## src/rtl/if_stage_if.sv

```systemverilog
// if_stage_if: fetch-stage bus bundling instruction memory, hazard/redirect controls and IF/ID outputs.
interface if_stage_if;
    logic [8:0]  imem_addr;
    logic [31:0] imem_rdata;
    logic        pc_stall;
    logic        ifid_stall;
    logic        redirect;
    logic [8:0]  redirect_pc;
    logic        halt_req;
    logic [8:0]  ifid_curr_pc;
    logic [31:0] ifid_curr_instr;
    logic        ifid_valid;
    logic        halted;
    logic [15:0] fetch_count;
    logic [15:0] bubble_count;
    modport master (
        output imem_addr, ifid_curr_pc, ifid_curr_instr, ifid_valid, halted, fetch_count, bubble_count,
        input  imem_rdata, pc_stall, ifid_stall, redirect, redirect_pc, halt_req
    );
    modport slave (
        input  imem_addr, ifid_curr_pc, ifid_curr_instr, ifid_valid, halted, fetch_count, bubble_count,
        output imem_rdata, pc_stall, ifid_stall, redirect, redirect_pc, halt_req
    );
endinterface

```

## src/rtl/if_stage.sv

```systemverilog
// if_stage: RISC-V fetch stage owning the PC and IF/ID register, with stall/redirect/halt and saturating counters.
module if_stage #(
    parameter logic [31:0] BUBBLE_INSTR = 32'h0000_0000
) (
    input logic      clk,
    input logic      reset,
    if_stage_if.master bus
);
    typedef enum logic {RUN, HALT} state_t;
    state_t      state_q, state_d;
    logic [8:0]  pc_q, pc_d, cpc_q, cpc_d, tgt;
    logic [31:0] instr_q, instr_d;
    logic        valid_q, valid_d;
    logic [15:0] fc_q, fc_d, bc_q, bc_d;
    logic        run, fetch, bubble;
    assign tgt = bus.redirect_pc & 9'h1FC;
    assign run = state_q == RUN;
    // halt and redirect override both stalls; ifid_stall alone behaves as a full hold
    assign bubble = run && (bus.halt_req || bus.redirect || (bus.pc_stall && !bus.ifid_stall));
    assign fetch = run && !bus.halt_req && !bus.redirect && !bus.pc_stall && !bus.ifid_stall;
    always_comb begin
        state_d = (run && bus.halt_req) ? HALT : state_q;
        pc_d    = (run && !bus.halt_req && bus.redirect) ? tgt : fetch ? pc_q + 9'd4 : pc_q;
        cpc_d   = bubble ? 9'd0 : fetch ? pc_q : cpc_q;
        instr_d = bubble ? BUBBLE_INSTR : fetch ? bus.imem_rdata : instr_q;
        valid_d = bubble ? 1'b0 : fetch ? 1'b1 : valid_q;
        fc_d    = fc_q + {15'd0, fetch && !(&fc_q)};
        bc_d    = bc_q + {15'd0, bubble && !(&bc_q)};
    end
    always_ff @(posedge clk or posedge reset) begin
        if (reset) begin
            state_q <= RUN;
            pc_q    <= '0;
            cpc_q   <= '0;
            instr_q <= BUBBLE_INSTR;
            valid_q <= 1'b0;
            fc_q    <= '0;
            bc_q    <= '0;
        end else begin
            state_q <= state_d;
            pc_q    <= pc_d;
            cpc_q   <= cpc_d;
            instr_q <= instr_d;
            valid_q <= valid_d;
            fc_q    <= fc_d;
            bc_q    <= bc_d;
        end
    end
    assign bus.imem_addr       = pc_q;
    assign bus.ifid_curr_pc    = cpc_q;
    assign bus.ifid_curr_instr = instr_q;
    assign bus.ifid_valid      = valid_q;
    assign bus.halted          = state_q == HALT;
    assign bus.fetch_count     = fc_q;
    assign bus.bubble_count    = bc_q;
endmodule

```

## src/flat_wrapper.sv

```systemverilog
// flat-port wrapper written by rule: the top's interface ports become plain ports
module if_stage_flat 
#(
    parameter logic [31:0] BUBBLE_INSTR = 32'h0000_0000
)
  (clk, reset, bus_imem_addr, bus_ifid_curr_pc, bus_ifid_curr_instr, bus_ifid_valid, bus_halted, bus_fetch_count, bus_bubble_count, bus_imem_rdata, bus_pc_stall, bus_ifid_stall, bus_redirect, bus_redirect_pc, bus_halt_req);
  if_stage_if bus_i ();
  input logic clk;
  input logic reset;
  output wire logic [$bits(bus_i.imem_addr)-1:0] bus_imem_addr;
  output wire logic [$bits(bus_i.ifid_curr_pc)-1:0] bus_ifid_curr_pc;
  output wire logic [$bits(bus_i.ifid_curr_instr)-1:0] bus_ifid_curr_instr;
  output wire logic [$bits(bus_i.ifid_valid)-1:0] bus_ifid_valid;
  output wire logic [$bits(bus_i.halted)-1:0] bus_halted;
  output wire logic [$bits(bus_i.fetch_count)-1:0] bus_fetch_count;
  output wire logic [$bits(bus_i.bubble_count)-1:0] bus_bubble_count;
  input wire logic [$bits(bus_i.imem_rdata)-1:0] bus_imem_rdata;
  input wire logic [$bits(bus_i.pc_stall)-1:0] bus_pc_stall;
  input wire logic [$bits(bus_i.ifid_stall)-1:0] bus_ifid_stall;
  input wire logic [$bits(bus_i.redirect)-1:0] bus_redirect;
  input wire logic [$bits(bus_i.redirect_pc)-1:0] bus_redirect_pc;
  input wire logic [$bits(bus_i.halt_req)-1:0] bus_halt_req;
  assign bus_imem_addr = bus_i.imem_addr;
  assign bus_ifid_curr_pc = bus_i.ifid_curr_pc;
  assign bus_ifid_curr_instr = bus_i.ifid_curr_instr;
  assign bus_ifid_valid = bus_i.ifid_valid;
  assign bus_halted = bus_i.halted;
  assign bus_fetch_count = bus_i.fetch_count;
  assign bus_bubble_count = bus_i.bubble_count;
  assign bus_i.imem_rdata = bus_imem_rdata;
  assign bus_i.pc_stall = bus_pc_stall;
  assign bus_i.ifid_stall = bus_ifid_stall;
  assign bus_i.redirect = bus_redirect;
  assign bus_i.redirect_pc = bus_redirect_pc;
  assign bus_i.halt_req = bus_halt_req;
  if_stage #(.BUBBLE_INSTR(BUBBLE_INSTR)) u_core (.clk(clk), .reset(reset), .bus(bus_i));
endmodule
```

## config.mk

```make
export PLATFORM = sky130hd
export DESIGN_NAME = if_stage_flat
export DESIGN_NICKNAME = d
export VERILOG_FILES = /design/src/rtl/if_stage_if.sv /design/src/rtl/if_stage.sv /design/src/flat_wrapper.sv
export SDC_FILE = /design/constraint.sdc
export NUM_CORES = 1
export LEC_CHECK = 0
export CAP_MARGIN = 20
export CELL_PAD_IN_SITES_DETAIL_PLACEMENT = 1
export CELL_PAD_IN_SITES_GLOBAL_PLACEMENT = 1
export CORE_ASPECT_RATIO = 0.6
export CORE_MARGIN = 3
export CORE_UTILIZATION = 36
export CTS_CLUSTER_SIZE = 16
export DETAILED_ROUTE_END_ITERATION = 12
export MAX_ROUTING_LAYER = met4
export PLACE_DENSITY_LB_ADDON = 0.25
export SLEW_MARGIN = 15
export SYNTH_ARGS = -nofsm -noshare
export SYNTH_HDL_FRONTEND = slang
export SYNTH_SLANG_ARGS = --single-unit
```

## constraint.sdc

```tcl
create_clock -name clk -period 4.4 [get_ports clk]
set_input_delay 0.88 -clock clk [delete_from_list [all_inputs] [get_ports clk]]
set_output_delay 0.88 -clock clk [all_outputs]
set_load 0.02 [all_outputs]
```

Word level (Yosys, flattened, before mapping)
Index checks and enable logic that the tools add are counted.
{"block": "totals", "out_inout_bits": 84, "latchBits": 0, "ff_bits": 84, "mem_count": 0, "elab_cells": 41, "rom_bits": 0, "ram_bits": 0}
{"block": "classes", "magnitude_cmp": 0, "mul": 0, "div_mod_pow": 0, "n_bitwise": 1, "reduce_logical": 22, "n_addsub": 3, "n_eq_ne": 0, "mux": 8, "shifts": 0}
{"op": "$mux 32", "n": 2}
{"op": "$mux 9", "n": 4}
{"op": "$add 16x1->16", "n": 2}
{"op": "$reduce_and 16->1", "n": 2}
{"op": "$logic_and 1x1->1", "n": 10}
{"op": "$add 9x3->9 const B", "n": 1}
{"op": "$logic_not 1->1", "n": 6}
{"op": "$reduce_bool 2->1", "n": 2}
{"op": "$logic_or 1x1->1", "n": 2}
{"op": "$mux 1", "n": 2}
{"op": "$not 1->1", "n": 1}

Depth between registers and ports, before layout
{"block": "logic_depth", "ltp_word": 7, "mapped_depth": 10}

Worst setup path before layout
OpenSTA, ideal clock, no wires.
{"block": "synth_path", "path_kind": "input-to-reg", "from": "in bus_halt_req", "to": "reg u_core.fc_q[11] (netlist: u_core.bus.fetch_count[11])", "path_buffers": 2, "setup_slack_ps": 1346, "required_time_ps": 4320, "setup_ps": 80, "path_stages": 10, "t_arrival_ps": 2974, "path_cell_list": "or4_1 buf_6 nor2_4 buf_4 o21a_1 ha_1 nand2_1 nor3_1 and4_1 xor2_1"}
{"block": "synth_via", "elab_chain_cells": 7}
{"item": "from (decl)", "line": "flat_wrapper.sv:22", "source": "input wire logic [$bits(bus_i.halt_req)-1:0] bus_halt_req;"}
{"item": "$logic_not 1->1", "line": "if_stage.sv:20", "source": "assign fetch = run && !bus.halt_req && !bus.redirect && !bus.pc_stall && !bus.ifid_stall;"}
{"item": "$logic_and 1x1->1 (4 in a row)", "line": "if_stage.sv:20"}
{"item": "$logic_and 1x1->1", "line": "if_stage.sv:27", "source": "fc_d = fc_q + {15'd0, fetch && !(&fc_q)};"}
{"item": "$add 16x1->16", "line": "if_stage.sv:27"}
{"item": "net u_core.fc_d[11]", "line": "if_stage.sv:14", "source": "logic [15:0] fc_q, fc_d, bc_q, bc_d;"}
{"item": "to (signal assigned)", "line": "if_stage.sv:37", "source": "fc_q <= '0;"}
{"item": "to (signal assigned)", "line": "if_stage.sv:45", "source": "fc_q <= fc_d;"}
{"item": "to (decl)", "line": "if_stage.sv:14"}
The timed path passes the listed nets, and every way through them passes these cells.
A chain may end at the register's enable or synchronous reset.

Final worst setup path
Ends and elaborated chain as after synthesis.

==> metrics.txt <==
Die Area 0.0105 mm²; Required @ worst endpoint 4660 ps; Post-synth EDFFs 0; pin count of the biggest net entering global routing 54; fraction of layout cells with a size suffix above 1 5.79%; detailed placement HPWL 6.59 mm; commonest cells in the netlist dfrtp_1 (81), a22o_1 (39), xnor2_1 (23), nor2_1 (17), nand3_1 (16); IO Count 131; top cell type's share of synthesized area 60.5%; # port buffers 126; GRT overflow 0; Max-Cap Viols 0; synthesized cell area 0.00335 mm²; first-pass GRT wire length 15.1 mm; total CTS buffers 9; Worst Path Max Fanout 6; DR DRC count 0; register area share after synthesis 60.5%; CTS resizes 0; Slew Limit Fails 0; remaining antenna violation count 0; Setup Fix Bufs, Post-CTS 0; fmax 300 MHz; synth top area cells dfrtp_1 (60%), a22o_1 (10%), xnor2_1 (6.0%); worst slew pin tran 937 ps; synthesized flop and latch total 81; WS Path Type in2reg; initial antenna violation count 0; Core Footprint 0.00878 mm²; CTS sink count 81; post-synthesis async set-or-reset flop share 100%; Cells after Synth 265; die height 80.7 µm; initial core utilization 38.2%; CTS Root Cell clkbuf_16; Hold Path Class reg2reg; CTS tree done; CTS max path bufs 2; Syn-to-layout area delta 47.9%; final setup TNS 0 ps; leak pwr 2.17 nW; clock latency on the worst-skew pair 330 ps; Final Core Density 56.4%; outcome finished, final reports clean; most frequent cell after synthesis dfrtp_1; post-synth cell types 30; post-synthesis average cell area 12.6 µm²; Post-CTS Hold Fix Bufs 0; vias in the first global route 2,761; htree depth 3; Die W 131 µm; ANT cells 0; clock-pin transition on the worst setup and hold timing paths 60 ps; RSZ-0062 raised after global routing no; synth warn 0; PwrDens 331 mW/mm²; Critical Path Source Type input port; final net count 446; Critical Path AT 3590 ps; Main synth FF type dfrtp_1; std cell rows 26; final setup fails 0; Final Skew 4.35 ps; post-synth top area cell dfrtp_1; final WL 9.34 mm; GP Congestion 0.766; 1st-pass router iterations 5; final worst-path cycle share 75.7%; Via-to-Cell Ratio 5.09; total global-route track usage 19.2%; final hold vios 0; Peak VDD IR 244 µV; Worst Setup End Kind flip-flop; WL/cell 18.4 µm; vias 2,593; DR iter-0 viols 115; post-route minimum period 3330 ps; Slew headroom 37.5%
-- worst max-delay path: stages --
cell and delay (ps):
clkdlybuf4s50_1 430, or4_1 760, nor2_4 190, o21a_1 140, ha_1 210, nand2_1 120, nor3_1 430, and4_1 280
xor2_1 140
-- routing by layer --
layer / up-vias / routed length, µm / track usage [%]
met3: 7 / 556 / 6.04
met4: 0 / 78 / 4.83
li1: 1203 / - / -
met1: 1297 / 4620 / 26.8
met5: - / 0 / -
met2: 86 / 4090 / 27.3
-- per-stage QoR --
stage | power (mW) | area, µm² | setup WS (ps) | hold WS (ps) | instances
final | 1.64 | 4960 | 1070 | 488 | 509
after global routing | 1.71 | 4960 | 935 | 520 | 509
after CTS | 1.67 | 4960 | 1040 | 493 | 509
after detailed placement | 0.983 | 4690 | 686 | 486 | 493
after global placement | 0.977 | 4690 | 733 | 478 | 493
after floorplan | 0.876 | 3360 | 1350 | 589 | 266
-- cell usage in the layout, fill, tap and decap left out, drive strengths merged, types with 5 or more instances in the layout --
cell / count
a22o: 39
nand2: 12
clkbuf: 10
clkdlybuf4s50: 126
dfrtp: 81
xnor2: 23
a21oi: 7
nor3: 5
nand3: 16
clkinv: 5
xor2: 11
nor2: 18
nand4: 8
and4: 5
ha: 7
-- kinds of logic after synthesis --
| logic type | count (synthesis) | share of synthesized area (%) |
|---|---|---|
| flops | 81 | 60.5 |
| simple gates | 72 | 12.1 |
| compound gates | 51 | 12.4 |
| xor+xnor | 34 | 8.88 |
| buf+inv | 18 | 3.10 |
| fa+ha+maj | 7 | 2.61 |
| other cells | 1 | 0.112 |
| mux | 1 | 0.299 |
-- state kept, by name (all words and copies together), names as in the netlist --
signal / flops
u_core.bus.fetch_count: 16
u_core.bus.bubble_count: 16
u_core.bus.ifid_valid: 1
u_core.bus.imem_addr: 7
u_core.bus.ifid_curr_pc: 8
u_core.bus.ifid_curr_instr: 32
u_core.bus.halted: 1
-- power by group --
group | internal [mW] | switching [mW]
registers | 0.768 | 0.0297
logic | 0.0927 | 0.0785
clock network | 0.378 | 0.295
total | 1.24 | 0.403
-- path summary, 6_finish.rpt --
| check | start | to | slack, ps | depth (start not counted) |
|---|---|---|---|---|
| min reg2reg | u_core.bus.fetch_count[14] | u_core.bus.fetch_count[14] | 490 | 1 |
| max | bus_halt_req | u_core.bus.fetch_count[11] | 1070 | 9 |
| max reg2reg | u_core.bus.halted | u_core.bus.fetch_count[11] | 1640 | 8 |
| min | u_core.bus.fetch_count[14] | u_core.bus.fetch_count[14] | 490 | 1 |
| max in group asynchronous | reset | u_core.bus.ifid_curr_instr[4] | 2460 | 3 |
| min in group asynchronous | reset | u_core.bus.ifid_curr_pc[1] | 1050 | 2 |
-- cell type report --
class	count	area, µm²
Clock buffer	10	229
Clock inverter	6	35.0
Fill cell	926	3830
Inverter	4	16.3
Multi-Input combinational cell	167	1220
Sequential cell	81	2030
Tap cell	112	140
Timing Repair Buffer	129	1280
Power figures use the tool's default switching activity.
